File: src/rtl/board_input_debounce_pkg.sv
// ---------------------------------------------------------------------------
// board_input_debounce_pkg
//
// Shared constants and helpers for the board input debouncer.
//   DEFAULT_DEBOUNCE_CYCLES : 10 ms settle time at the 8 MHz PLL clock
//   SWITCH_CHANNELS         : Basys3 slide switch count
//   BUTTON_CHANNELS         : Basys3 push-button count
//   counterWidth()          : width of the per-channel settle counter
// ---------------------------------------------------------------------------
package board_input_debounce_pkg;

  localparam int unsigned DEFAULT_DEBOUNCE_CYCLES = 80000;
  localparam int unsigned SWITCH_CHANNELS         = 16;
  localparam int unsigned BUTTON_CHANNELS         = 5;

  // Counter must hold values up to cycles-1; a 1-bit counter is the floor
  // so the smallest legal setting (2) still gets a real register.
  function automatic int unsigned counterWidth(input int unsigned cycles);
    return (cycles <= 2) ? 1 : $clog2(cycles);
  endfunction

endpackage

File: src/rtl/board_input_debounce_channel.sv
// ---------------------------------------------------------------------------
// debounce_channel
//
// One input bit: 2-flop synchroniser, settle counter, debounced level and
// registered edge pulses.
//   clk, reset       : clock, asynchronous active-high reset
//   raw_in           : unsynchronised board input bit
//   stable           : debounced level
//   rise, fall       : one-cycle pulses on accepted 0->1 / 1->0
//   rise_next        : combinational "rise will assert on the next edge"
//   fall_next        : combinational "fall will assert on the next edge"
// ---------------------------------------------------------------------------
module debounce_channel
  import board_input_debounce_pkg::*;
#(
  parameter int unsigned DEBOUNCE_CYCLES = DEFAULT_DEBOUNCE_CYCLES,
  parameter logic        RESET_VALUE     = 1'b0
) (
  input  logic clk,
  input  logic reset,
  input  logic raw_in,
  output logic stable,
  output logic rise,
  output logic fall,
  output logic rise_next,
  output logic fall_next
);

  localparam int unsigned CW = counterWidth(DEBOUNCE_CYCLES);
  localparam logic [CW-1:0] CNT_LAST = CW'(DEBOUNCE_CYCLES - 1);
  localparam logic [CW-1:0] CNT_ONE  = CW'(1);

  logic          r_s1;
  logic          r_s2;
  logic          r_stable;
  logic          r_rise;
  logic          r_fall;
  logic [CW-1:0] r_cnt;
  logic          w_mismatch;
  logic          w_accept;

  // A new level is accepted only after it has disagreed with the current
  // stable level for DEBOUNCE_CYCLES consecutive synchronised samples.
  assign w_mismatch = r_s2 ^ r_stable;
  assign w_accept   = w_mismatch && (r_cnt == CNT_LAST);
  assign rise_next  = w_accept & r_s2;
  assign fall_next  = w_accept & ~r_s2;

  // Synchroniser, settle counter, stable level and edge pulses. Any
  // matching sample restarts the count, so glitches never accumulate.
  always_ff @(posedge clk or posedge reset) begin
    if (reset) begin
      r_s1     <= RESET_VALUE;
      r_s2     <= RESET_VALUE;
      r_stable <= RESET_VALUE;
      r_cnt    <= '0;
      r_rise   <= 1'b0;
      r_fall   <= 1'b0;
    end else begin
      r_s1   <= raw_in;
      r_s2   <= r_s1;
      r_rise <= rise_next;
      r_fall <= fall_next;
      if (!w_mismatch) begin
        r_cnt <= '0;
      end else if (w_accept) begin
        r_stable <= r_s2;
        r_cnt    <= '0;
      end else begin
        r_cnt <= r_cnt + CNT_ONE;
      end
    end
  end

  assign stable = r_stable;
  assign rise   = r_rise;
  assign fall   = r_fall;

endmodule

File: src/rtl/board_input_debounce.sv
// ---------------------------------------------------------------------------
// board_input_debounce
//
// Debounces WIDTH board inputs independently and reports changes.
//   clk, reset : 8 MHz system clock, asynchronous active-high reset
//   raw_in     : unsynchronised board inputs
//   stable     : debounced levels
//   rise, fall : one-cycle pulses per channel on accepted edges
//   evt_valid  : at least one channel changed since the last acknowledge
//   evt_mask   : sticky OR of rise|fall since the last acknowledge
//   evt_ack    : consumer acknowledge, honoured only while evt_valid is high
//
// Build option: define BOARD_INPUT_EVENT_LATCH_EN to include the event
// latch and ack handshake; otherwise evt_valid/evt_mask are tied low and
// evt_ack is ignored.
// ---------------------------------------------------------------------------
module board_input_debounce
  import board_input_debounce_pkg::*;
#(
  parameter int unsigned      WIDTH           = SWITCH_CHANNELS,
  parameter int unsigned      DEBOUNCE_CYCLES = DEFAULT_DEBOUNCE_CYCLES,
  parameter logic [WIDTH-1:0] RESET_VALUE     = '0
) (
  input  logic             clk,
  input  logic             reset,
  input  logic [WIDTH-1:0] raw_in,
  output logic [WIDTH-1:0] stable,
  output logic [WIDTH-1:0] rise,
  output logic [WIDTH-1:0] fall,
  output logic             evt_valid,
  output logic [WIDTH-1:0] evt_mask,
  input  logic             evt_ack
);

  logic [WIDTH-1:0] w_riseNext;
  logic [WIDTH-1:0] w_fallNext;

  for (genvar g = 0; g < WIDTH; g++) begin : g_chan
    debounce_channel #(
      .DEBOUNCE_CYCLES (DEBOUNCE_CYCLES),
      .RESET_VALUE     (RESET_VALUE[g])
    ) u_chan (
      .clk       (clk),
      .reset     (reset),
      .raw_in    (raw_in[g]),
      .stable    (stable[g]),
      .rise      (rise[g]),
      .fall      (fall[g]),
      .rise_next (w_riseNext[g]),
      .fall_next (w_fallNext[g])
    );
  end

`ifdef BOARD_INPUT_EVENT_LATCH_EN
  logic [WIDTH-1:0] r_evtMask;
  logic             r_evtValid;
  logic             w_ackFire;
  logic [WIDTH-1:0] w_maskNext;

  // The ack clears the old mask but changes accepted on the same edge are
  // ORed in afterwards, so they survive the acknowledge.
  assign w_ackFire  = evt_ack & r_evtValid;
  assign w_maskNext = (w_ackFire ? '0 : r_evtMask) | w_riseNext | w_fallNext;

  // Valid is computed from the next mask so it tracks the mask edge-for-edge.
  always_ff @(posedge clk or posedge reset) begin
    if (reset) begin
      r_evtMask  <= '0;
      r_evtValid <= 1'b0;
    end else begin
      r_evtMask  <= w_maskNext;
      r_evtValid <= |w_maskNext;
    end
  end

  assign evt_mask  = r_evtMask;
  assign evt_valid = r_evtValid;
`else
  logic w_unusedLatchInputs;

  assign w_unusedLatchInputs = evt_ack | (|w_riseNext) | (|w_fallNext);
  assign evt_mask  = '0;
  assign evt_valid = 1'b0;
`endif

endmodule

File: config.mk
export PLATFORM = sky130hd
export DESIGN_NAME = board_input_debounce
export DESIGN_NICKNAME = d
export VERILOG_FILES = /design/src/rtl/board_input_debounce_pkg.sv /design/src/rtl/board_input_debounce_channel.sv /design/src/rtl/board_input_debounce.sv
export SDC_FILE = /design/constraint.sdc
export NUM_CORES = 1
export LEC_CHECK = 0
export CORE_MARGIN = 5
export CORE_UTILIZATION = 30
export DETAILED_ROUTE_END_ITERATION = 10
export SLEW_MARGIN = 20
export SYNTH_ARGS = -nofsm -noshare
export SYNTH_HDL_FRONTEND = slang
export SYNTH_SLANG_ARGS = --single-unit
File: constraint.sdc
create_clock -name clk -period 16.4 [get_ports clk]
set_input_delay 3.28 -clock clk [delete_from_list [all_inputs] [get_ports clk]]
set_output_delay 3.28 -clock clk [all_outputs]
set_load 0.05 [all_outputs]
==> results of run 1 <==
cell type report:
cell class / count / area [um^2] / area share, %
clock buffer: 51 / 1140 / 5.97
clock inverter: 26 / 398 / 2.09
inverter: 49 / 191 / 1.01
multi-input combinational: 1137 / 6940 / 36.5
sequential: 352 / 8810 / 46.3
tap: 696 / 871 / 4.58
timing repair buffer: 68 / 684 / 3.60
where the power goes:
group          internal, mW  total [mW]  leakage [nW]  switching, mW
logic                0.0161      0.0619          1.99         0.0458
clock network         0.641        1.02         0.740          0.381
registers             0.882       0.897          4.80         0.0151
registers in the layout (all words and copies together) (netlist names):
name,flops
g_chan.u_chan.fall,16
g_chan.u_chan.r_cnt,272
g_chan.u_chan.r_s1,16
g_chan.u_chan.r_s2,16
g_chan.u_chan.rise,16
g_chan.u_chan.stable,16
cells in the mapped netlist, types with 6 or more instances:
cell type,count
sky130_fd_sc_hd__inv_1,49
sky130_fd_sc_hd__nor4_1,94
sky130_fd_sc_hd__and3_1,6
sky130_fd_sc_hd__nor2_1,316
sky130_fd_sc_hd__buf_2,10
sky130_fd_sc_hd__nand2_1,63
sky130_fd_sc_hd__nor3_1,58
sky130_fd_sc_hd__nand3_1,86
sky130_fd_sc_hd__and4_1,20
sky130_fd_sc_hd__o21ai_1,8
sky130_fd_sc_hd__dfrtp_1,352
sky130_fd_sc_hd__ha_1,16
sky130_fd_sc_hd__nand4_1,108
sky130_fd_sc_hd__mux2_2,13
sky130_fd_sc_hd__buf_4,66
sky130_fd_sc_hd__and2_1,12
sky130_fd_sc_hd__xnor2_1,171
sky130_fd_sc_hd__xor2_1,83
sky130_fd_sc_hd__clkbuf_1,14
sky130_fd_sc_hd__nand2b_1,10
sky130_fd_sc_hd__nand3b_1,8
sky130_fd_sc_hd__nor3b_1,13
metrics by stage:
step | hold WS (ns) | setup slack (ns) | cell area (um^2) | power, mW
2_1_floorplan | 0.331 | 3.36 | 16500 | 0.961
3_3_place_gp | 0.334 | 10.90 | 17400 | 0.975
3_5_place_dp | 0.336 | 10.85 | 17400 | 0.976
4_1_cts | 0.351 | 11.24 | 19000 | 2.02
5_1_grt | 0.353 | 11.22 | 19000 | 2.06
6_report | 0.348 | 11.29 | 19000 | 1.98
path summary, 6_finish.rpt:
check | start | to | slack (ns) | depth (start not counted)
worst max-delay path | g_chan[13].u_chan.stable | stable[13] | 11.29 | 1
worst min-delay path | g_chan[12].u_chan.r_s1 | g_chan[12].u_chan.r_s2 | 0.35 | 0
worst max register to register | g_chan[6].u_chan.r_cnt[0] | g_chan[6].u_chan.r_cnt[5] | 14.27 | 5
worst min register to register | g_chan[12].u_chan.r_s1 | g_chan[12].u_chan.r_s2 | 0.35 | 0
max in group asynchronous | reset | g_chan[7].u_chan.r_cnt[4] | 11.87 | 3
min in group asynchronous | reset | g_chan[8].u_chan.r_s1 | 3.28 | 2
layer usage:
| layer | wire, um | vias up | track usage [%] | part of all wire [%] |
|---|---|---|---|---|
| met5 | 0 | - | 0 | 0 |
| met4 | 962 | 0 | 4.00 | 3.2 |
| met3 | 1190 | 62 | 2.12 | 4.0 |
| met2 | 13700 | 159 | 16.2 | 46 |
| met1 | 14100 | 5417 | 13.0 | 47 |
| li1 | - | 5550 | - | - |
cell families (layout without fill, tap and decap cells):
family          Yosys count  in the layout  share of synthesized area [%]
compound gates           21             21                          0.867
xor+xnor                254            254                           13.5
fa+ha+maj                16             16                           1.22
buf+inv                 141            194                           4.89
flops                   352            352                           53.5
mux                      14             14                          0.981
other cells               1             17                         0.0228
simple gates            815            815                           25.0
cells in the final DEF, fill, tap and decap left out, drive strengths merged, types with 3 or more instances in the layout:
master         instances
dfrtp                352
o31ai                  3
nor3b                 13
clkinvlp               5
and4                  20
a31o                   4
o21ai                 11
inv                   53
ha                    16
clkdlybuf4s50         65
clkinv                 8
or4                    5
nand4                108
and3                   7
conb                  17
bufinv                 9
buf                    3
nand2b                10
nor4                  94
and2                  12
xor2                  83
mux2                  14
nand3b                 8
nor3                  58
clkbuf                51
nand2                 64
nand3                 86
nor2                 316
xnor2                171
nand4b                 4
or3                    4
==> flow_summary.json, run 1 <==
{
  "filler_cell_count": 5393,
  "numPortBuffers": 65,
  "yosysWarnings": 0,
  "final_report_max_slew_violation_count": 0,
  "area_delta_synth_final_pct": 15.6,
  "syn_area_per_cell_um2": 10.2,
  "skew_ns": 0.0159,
  "synth-seq-area-share_pct": 53.5,
  "clk_pin_slew_worst_paths_ns": 0.06,
  "critical_path.startpoint_type": "flop",
  "totalWireLength_mm": 29.9,
  "detail-route-antenna-nets": 0,
  "die_w_um": 244,
  "drt-vias-per-instance": 4.70,
  "grt_max_degree": 124,
  "drt_pass1_iterations": 5,
  "edff_count_synth": 0,
  "grt_remaining_overflow": 0,
  "worstSetupEndpointType": "output pin",
  "post-route-period-util_pct": 31.2,
  "static_leakage_nw": 7.53,
  "cap_viol_max_count": 0,
  "data_required_time_of_the_worst_path_ns": 13.12,
  "utilization_of_the_core_after_routing_pct": 35.2,
  "cpMaxStageDelayCell": "sky130_fd_sc_hd__clkdlybuf4s50_1",
  "grt_pass1_wl_mm": 51.9,
  "mappedNetlistArea_mm2": 0.0165,
  "hold_class": "reg -> reg",
  "tritoncts": "done",
  "ir_worst_vdd_v": 0.0000661,
  "cp_top_family": "buffers and inverters",
  "placeableCoreArea_mm2": 0.0540,
  "routabilityCongestion": 0.788,
  "largest_fanout_of_any_net_on_the_critical_path": 5,
  "cts_num_sinks": 352,
  "vias_in_the_first_global_route": 11100,
  "transition_time_at_the_pin_with_the_least_slew_margin_ns": 0.835,
  "power.density_cell_area_mw_per_mm2": 104,
  "die_area_mm2": 0.0596,
  "drive_gt1_share_pct": 6.48,
  "drt_iter0_markers": 567,
  "wl_per_cell_um": 12.6,
  "critPathMaxStageDelay_ns": 0.84,
  "finalNetCount": 1685,
  "layout.cells.non_filler": 2379,
  "synthDominantCellAreaShare_pct": 53.5,
  "grt_util_all_layers_pct": 9.95,
  "synth_cells": 1614,
  "numPlacedInstances": 2302,
  "synth.top_cells.by_area": "sky130_fd_sc_hd__dfrtp_1 54%, sky130_fd_sc_hd__xnor2_1 9.1%, sky130_fd_sc_hd__nor2_1 7.2%",
  "route.vias.total": 11200,
  "chipHeight_um": 244,
  "cts-root-to-sink-buffers": 3,
  "cp_cell_sequence": "clkdlybuf4s50_1",
  "io_pins": 84,
  "path_class": "reg -> out",
  "post_cts.repair.setup_buffers": 0,
  "cts.htree.levels": 2,
  "timing.setup.tns_ns": 0,
  "final-setup-viol-count": 0,
  "antenna_found_initial": 0,
  "critical_path_arrival_ns": 1.83,
  "final.min_clock_period_ns": 5.11,
  "synth.distinct_cells": 43,
  "initial_core_util_pct": 30.5,
  "maximum_clock_rate_mhz": 196,
  "dp_hpwl_mm": 19.3,
  "row_count": 85,
  "status": "finished clean",
  "ys_seq_elements": 352,
  "synth_async_sr_flop_share_pct": 100,
  "final-hold-violation-count": 0,
  "antennaDiodeCount": 0,
  "cts_hold_buffers": 0,
  "route.detailed.drc": 0,
  "number_of_cells_upsized_or_downsized_after_cts": 0,
  "synth_area_leader_cell": "sky130_fd_sc_hd__dfrtp_1",
  "clock_root_cell": "sky130_fd_sc_hd__clkbuf_16",
  "worst-path-buf-inv": 1,
  "ys.flop_type": "sky130_fd_sc_hd__dfrtp_1",
  "worstSkewPairLatency_ns": 0.57,
  "rsz0062_at_grt": "false",
  "worst_slew_margin_rel_pct": 44.3,
  "cts_buffers": 42
}
Power figures use the tool's default switching activity.
==> run 2, diff against run 1 <==
==> constraint.sdc (replaced) <==
create_clock -name clk -period 4.4 [get_ports clk]
set_input_delay 0.88 -clock clk [delete_from_list [all_inputs] [get_ports clk]]
set_output_delay 0.88 -clock clk [all_outputs]
set_load 0.05 [all_outputs]
==> flow_summary.json, run 2 (same netlist as run 1, synthesis figures left out) <==
{
  "data_required_time_of_the_worst_path_ns": 3.52,
  "worst-path-buf-inv": 1,
  "rsz0062_at_grt": "false",
  "power.switching_mw": 1.59,
  "totalWireLength_mm": 30.0,
  "ir_worst_vdd_v": 0.000261,
  "p_clk_share_pct": 48.7,
  "tritoncts": "done",
  "row_count": 85,
  "route.vias.total": 11200,
  "worst_slew_margin_rel_pct": 39.6,
  "initial_core_util_pct": 30.5,
  "cts_hold_buffers": 0,
  "cpMaxStageDelayCell": "sky130_fd_sc_hd__clkdlybuf4s50_1",
  "grt_remaining_overflow": 0,
  "dp_hpwl_mm": 19.5,
  "grt_max_degree": 76,
  "routabilityCongestion": 0.794,
  "critical_path.startpoint_type": "flop",
  "cp_top_family": "buffers and inverters",
  "reg2reg_slack_ns": 2.28,
  "placeableCoreArea_mm2": 0.0540,
  "m1_wl_mm": 14.2,
  "numPortBuffers": 65,
  "most_used_cells_in_the_layout_excluding_fill_and_tap_cells": "352 x sky130_fd_sc_hd__dfrtp_1, 316 x sky130_fd_sc_hd__nor2_1, 171 x sky130_fd_sc_hd__xnor2_1",
  "number_of_flip_flops_in_the_largest_register": 272,
  "utilization_of_the_core_after_routing_pct": 35.0,
  "final-setup-viol-count": 0,
  "hold_ws_ns": 0.345,
  "chipHeight_um": 244,
  "top_layer_used": "met4",
  "wl_per_cell_um": 12.6,
  "critPathMaxStageDelay_ns": 0.84,
  "number_of_cells_upsized_or_downsized_after_cts": 0,
  "finalNetCount": 1691,
  "switching_share_pct": 22.7,
  "drt_iter0_markers": 615,
  "static_leakage_nw": 7.49,
  "numPlacedInstances": 2308,
  "worstSkewPairLatency_ns": 0.55,
  "post_cts.repair.setup_buffers": 0,
  "critical_path_arrival_ns": 1.81,
  "cts_num_sinks": 352,
  "post-route-period-util_pct": 61.1,
  "vias_in_the_first_global_route": 11200,
  "clock_root_cell": "sky130_fd_sc_hd__clkbuf_16",
  "largest_fanout_of_any_net_on_the_critical_path": 5,
  "drt_pass1_iterations": 4,
  "final-hold-violation-count": 0,
  "cts-root-to-sink-buffers": 3,
  "combinationalPowerShare_pct": 3.4,
  "power.density_cell_area_mw_per_mm2": 369,
  "hold_class": "reg -> reg",
  "crit-reg2reg-launch": "g_chan[6].u_chan.r_cnt[0]",
  "die_area_mm2": 0.0596,
  "route.detailed.drc": 0,
  "worstSetupEndpointType": "output pin",
  "cap_viol_max_count": 0,
  "area_delta_synth_final_pct": 15.0,
  "skew_ns": 0.0253,
  "regMostFlops": "g_chan.u_chan.r_cnt",
  "die_w_um": 244,
  "internal-power_mw": 5.40,
  "path_class": "reg -> out",
  "grt_util_all_layers_pct": 10.2,
  "layout.cells.most_common": "sky130_fd_sc_hd__dfrtp_1",
  "cts.htree.levels": 2,
  "final.min_clock_period_ns": 2.69,
  "io_pins": 84,
  "drive_gt1_share_pct": 6.59,
  "detailroute.wirelength.met3_mm": 1.56,
  "cp_cell_sequence": "clkdlybuf4s50_1",
  "power_frac_seq_pct": 47.8,
  "layout.cells.non_filler": 2381,
  "worst_hold_startpoint": "g_chan[5].u_chan.r_s1",
  "drt-vias-per-instance": 4.72,
  "filler_cell_count": 5396,
  "antennaDiodeCount": 0,
  "final_report_max_slew_violation_count": 0,
  "antenna_found_initial": 0,
  "clk_pin_slew_worst_paths_ns": 0.06,
  "cts_buffers": 42,
  "grt_pass1_wl_mm": 53.2,
  "status": "finished clean",
  "worst_setup_path_startpoint": "g_chan[15].u_chan.stable",
  "maximum_clock_rate_mhz": 372,
  "detail-route-antenna-nets": 0,
  "transition_time_at_the_pin_with_the_least_slew_margin_ns": 0.904,
  "dr_wl_met2_mm": 13.6
}
## run 2: layer usage
metal	vias up	track usage, %
met5	-	0
met4	0	3.00
met3	48	3.06
met2	156	16.4
met1	5462	13.4
li1	5573	-
## run 2: power by group through the flow
stage / clock network, mW / logic, mW / registers, mW
floorplan: 0 / 0.195 / 3.39
global placement: 0 / 0.245 / 3.40
detailed placement: 0 / 0.248 / 3.40
CTS: 3.56 / 0.249 / 3.34
global route: 3.71 / 0.281 / 3.35
finish: 3.41 / 0.240 / 3.34
## run 2: stage by stage
stage	power [mW]	instance area (um^2)	setup WS, ns	setup TNS, ns
after floorplan	3.58	16500	-1.19	-420.42
after global routing	7.34	18900	1.61	0
after detailed placement	3.65	17500	1.97	0
final	6.99	18900	1.71	0
after global placement	3.64	17500	2.00	0
after CTS	7.15	18900	1.66	0
## run 2: final cells by class
cell class / count / area (um^2) / area share (%)
Clock inverter: 20 / 191 / 1.01
Inverter: 49 / 188 / 0.991
Clock buffer: 53 / 1160 / 6.15
Sequential cell: 352 / 8810 / 46.5
Timing Repair Buffer: 74 / 768 / 4.06
Multi-Input combinational cell: 1137 / 6940 / 36.7
Tap cell: 696 / 871 / 4.60
## run 2: worst paths after layout
| check | endpoint | cells after the start |
|---|---|---|
| setup / recovery | stable[15] | 1 |
| hold / removal | g_chan[5].u_chan.r_s2 | 0 |
| setup reg to reg | g_chan[6].u_chan.r_cnt[14] | 5 |
| hold reg to reg | g_chan[5].u_chan.r_s2 | 0 |
| max in group asynchronous | g_chan[8].u_chan.fall | 3 |
| min in group asynchronous | g_chan[2].u_chan.r_s1 | 2 |
==> run 3, diff against run 2 <==
==> constraint.sdc (replaced) <==
create_clock -name clk -period 2.16 [get_ports clk]
set_input_delay 0.432 -clock clk [delete_from_list [all_inputs] [get_ports clk]]
set_output_delay 0.432 -clock clk [all_outputs]
set_load 0.05 [all_outputs]
==> flow_summary.json, run 3 (same netlist as run 1, synthesis figures left out) <==
{
  "crit_path_end": "rise[6]",
  "die_w_um": 244,
  "detail-route-antenna-nets": 0,
  "wl_per_cell_um": 12.4,
  "grt_pass1_wl_mm": 53.2,
  "drive_gt1_share_pct": 7.13,
  "numPortBuffers": 65,
  "grt_util_all_layers_pct": 10.2,
  "most_used_cells_in_the_layout_excluding_fill_and_tap_cells": "352 x sky130_fd_sc_hd__dfrtp_1, 316 x sky130_fd_sc_hd__nor2_1, 171 x sky130_fd_sc_hd__xnor2_1",
  "area_taken_by_multi_input_logic_gates_mm2": 0.00690,
  "routabilityCongestion": 0.804,
  "timing.setup.tns_ns": 0,
  "cp_top_family": "buffers and inverters",
  "ir_worst_vdd_v": 0.000479,
  "row_count": 85,
  "post-route-period-util_pct": 97.1,
  "critPathMaxStageDelay_ns": 0.80,
  "final-seq-area_mm2": 0.00881,
  "route.vias.total": 11200,
  "rsz0062_at_grt": "false",
  "antenna_found_initial": 0,
  "dp_hpwl_mm": 20.1,
  "worst-path-stages": 1,
  "grt_remaining_overflow": 0,
  "final-hold-violation-count": 0,
  "placeableCoreArea_mm2": 0.0540,
  "cts_num_sinks": 352,
  "final_report_max_slew_violation_count": 0,
  "worst_setup_path_startpoint": "g_chan[6].u_chan.rise",
  "status": "finished clean",
  "number_of_flip_flops_in_the_largest_register": 272,
  "path_class": "reg -> out",
  "final_area_mm2": 0.0191,
  "crit-reg2reg-launch": "g_chan[12].u_chan.r_cnt[11]",
  "drt-vias-per-instance": 4.67,
  "post_cts.repair.setup_buffers": 0,
  "timing.reg2reg.worst_path_depth": 4,
  "power.density_cell_area_mw_per_mm2": 742,
  "hold_ws_ns": 0.319,
  "data_required_time_of_the_worst_path_ns": 1.73,
  "clock_root_cell": "sky130_fd_sc_hd__clkbuf_16",
  "cts.htree.levels": 2,
  "filler_cell_count": 5420,
  "layout.cells.most_common": "sky130_fd_sc_hd__dfrtp_1",
  "cpMaxStageDelayCell": "sky130_fd_sc_hd__clkdlybuf4s50_1",
  "initial_core_util_pct": 30.5,
  "chipHeight_um": 244,
  "skew_ns": 0.00724,
  "critical_path.startpoint_type": "flop",
  "cts_buffers": 41,
  "drt_pass1_iterations": 5,
  "final.min_clock_period_ns": 2.10,
  "hold_class": "in -> async",
  "transition_time_at_the_pin_with_the_least_slew_margin_ns": 0.532,
  "reg2reg_slack_ns": 0.25,
  "critical_path_arrival_ns": 1.67,
  "antennaDiodeCount": 0,
  "grt_max_degree": 54,
  "worstSkewPairLatency_ns": 0.55,
  "maximum_clock_rate_mhz": 477,
  "tritoncts": "done",
  "totalWireLength_mm": 29.9,
  "regMostFlops": "g_chan.u_chan.r_cnt",
  "finalNetCount": 1716,
  "cap_viol_max_count": 0,
  "r2r-end": "g_chan[12].u_chan.stable",
  "die_area_mm2": 0.0596,
  "clk_pin_slew_worst_paths_ns": 0.05,
  "io_pins": 84,
  "worstSetupEndpointType": "output pin",
  "placedInstanceArea_mm2": 0.0178,
  "drt_iter0_markers": 650,
  "worst_slew_margin_rel_pct": 64.7,
  "cts-root-to-sink-buffers": 3,
  "area_delta_synth_final_pct": 16.2,
  "worst-path-buf-inv": 1,
  "static_leakage_nw": 7.87,
  "final-setup-viol-count": 0,
  "cts_hold_buffers": 0,
  "route.detailed.drc": 0,
  "vias_in_the_first_global_route": 11300,
  "cp_cell_sequence": "clkdlybuf4s50_1",
  "largest_fanout_of_any_net_on_the_critical_path": 1
}
-- run 3: changes by cell type in the layout (fill, tap and decap cells not counted), moves of 4 or more --
cell / change
sky130_fd_sc_hd__buf_12: +4
sky130_fd_sc_hd__buf_4: +22
sky130_fd_sc_hd__clkbuf_1: +6
sky130_fd_sc_hd__clkbuf_8: +5
sky130_fd_sc_hd__clkdlybuf4s50_1: -33
sky130_fd_sc_hd__clkinv_2: -6
sky130_fd_sc_hd__clkinvlp_4: -5
sky130_fd_sc_hd__dlygate4sd2_1: +27
sky130_fd_sc_hd__dlymetal6s2s_1: +6
sky130_fd_sc_hd__o21ai_1: +8
sky130_fd_sc_hd__o21ai_2: -8
-- run 3: how the worst min path moves through the flow --
stage / startpoint / to / slack [ns] / cells past startpoint
after detailed placement: g_chan[3].u_chan.r_s1 / g_chan[3].u_chan.r_s2 / 0.34 / 0
after global routing: raw_in[15] / g_chan[15].u_chan.r_s1 / 0.29 / 1
after CTS: reset / g_chan[7].u_chan.r_s1 / 0.28 / 3
final: reset / g_chan[7].u_chan.r_cnt[13] / 0.32 / 3
after floorplan: g_chan[0].u_chan.r_s1 / g_chan[0].u_chan.r_s2 / 0.33 / 0
after global placement: g_chan[3].u_chan.r_s1 / g_chan[3].u_chan.r_s2 / 0.33 / 0
-- run 3: layout make-up --
class | instances | share of cell area, %
inverter | 49 | 0.982
multi-input combinational | 1137 | 36.1
clock inverter | 8 | 0.491
sequential | 352 | 46.1
tap | 696 | 4.56
timing repair buffer | 100 | 5.20
clock buffer | 64 | 6.57
-- run 3: power by group --
group,switching (mW),internal [mW],leakage (nW),total [mW]
logic,0.358,0.168,2.40,0.526
registers,0.113,6.70,4.80,6.81
clock network,2.64,4.21,0.667,6.85
-- run 3: through the flow --
step	cells	utilization, %	total power [mW]	worst slack, ns
5_1_grt	2406	35.4	14.8	0.00256
3_5_place_dp	2334	32.9	7.48	0.245
6_report	2406	35.4	14.2	0.0620
2_1_floorplan	1630	-	7.30	-2.99
3_3_place_gp	2334	32.9	7.46	0.262
4_1_cts	2406	35.3	14.5	0.000468
-- run 3: worst reg2reg max path, cell delays in order (launching register included) --
cell                      delay, ns
sky130_fd_sc_hd__dfrtp_1       0.41
sky130_fd_sc_hd__nand3_1       0.13
sky130_fd_sc_hd__or4b_1        0.56
sky130_fd_sc_hd__nor3b_1       0.31
sky130_fd_sc_hd__mux2_2        0.38
-- run 3: timing repair --
item / 4_1_cts / 5_1_grt
resized for setup: 27 / 6
endpoints found under the hold margin: 0 / 0
endpoints found under the setup margin: 27 / 6
-- run 3: routing by layer --
| metal | wire length (um) | part of all wire [%] | global-route usage [%] | vias up |
|---|---|---|---|---|
| met1 | 14400 | 48 | 13.6 | 5428 |
| met5 | 0 | 0 | 0 | - |
| met3 | 1170 | 3.9 | 2.25 | 50 |
| li1 | - | - | - | 5621 |
| met4 | 748 | 2.5 | 3.55 | 0 |
| met2 | 13600 | 45 | 16.4 | 137 |
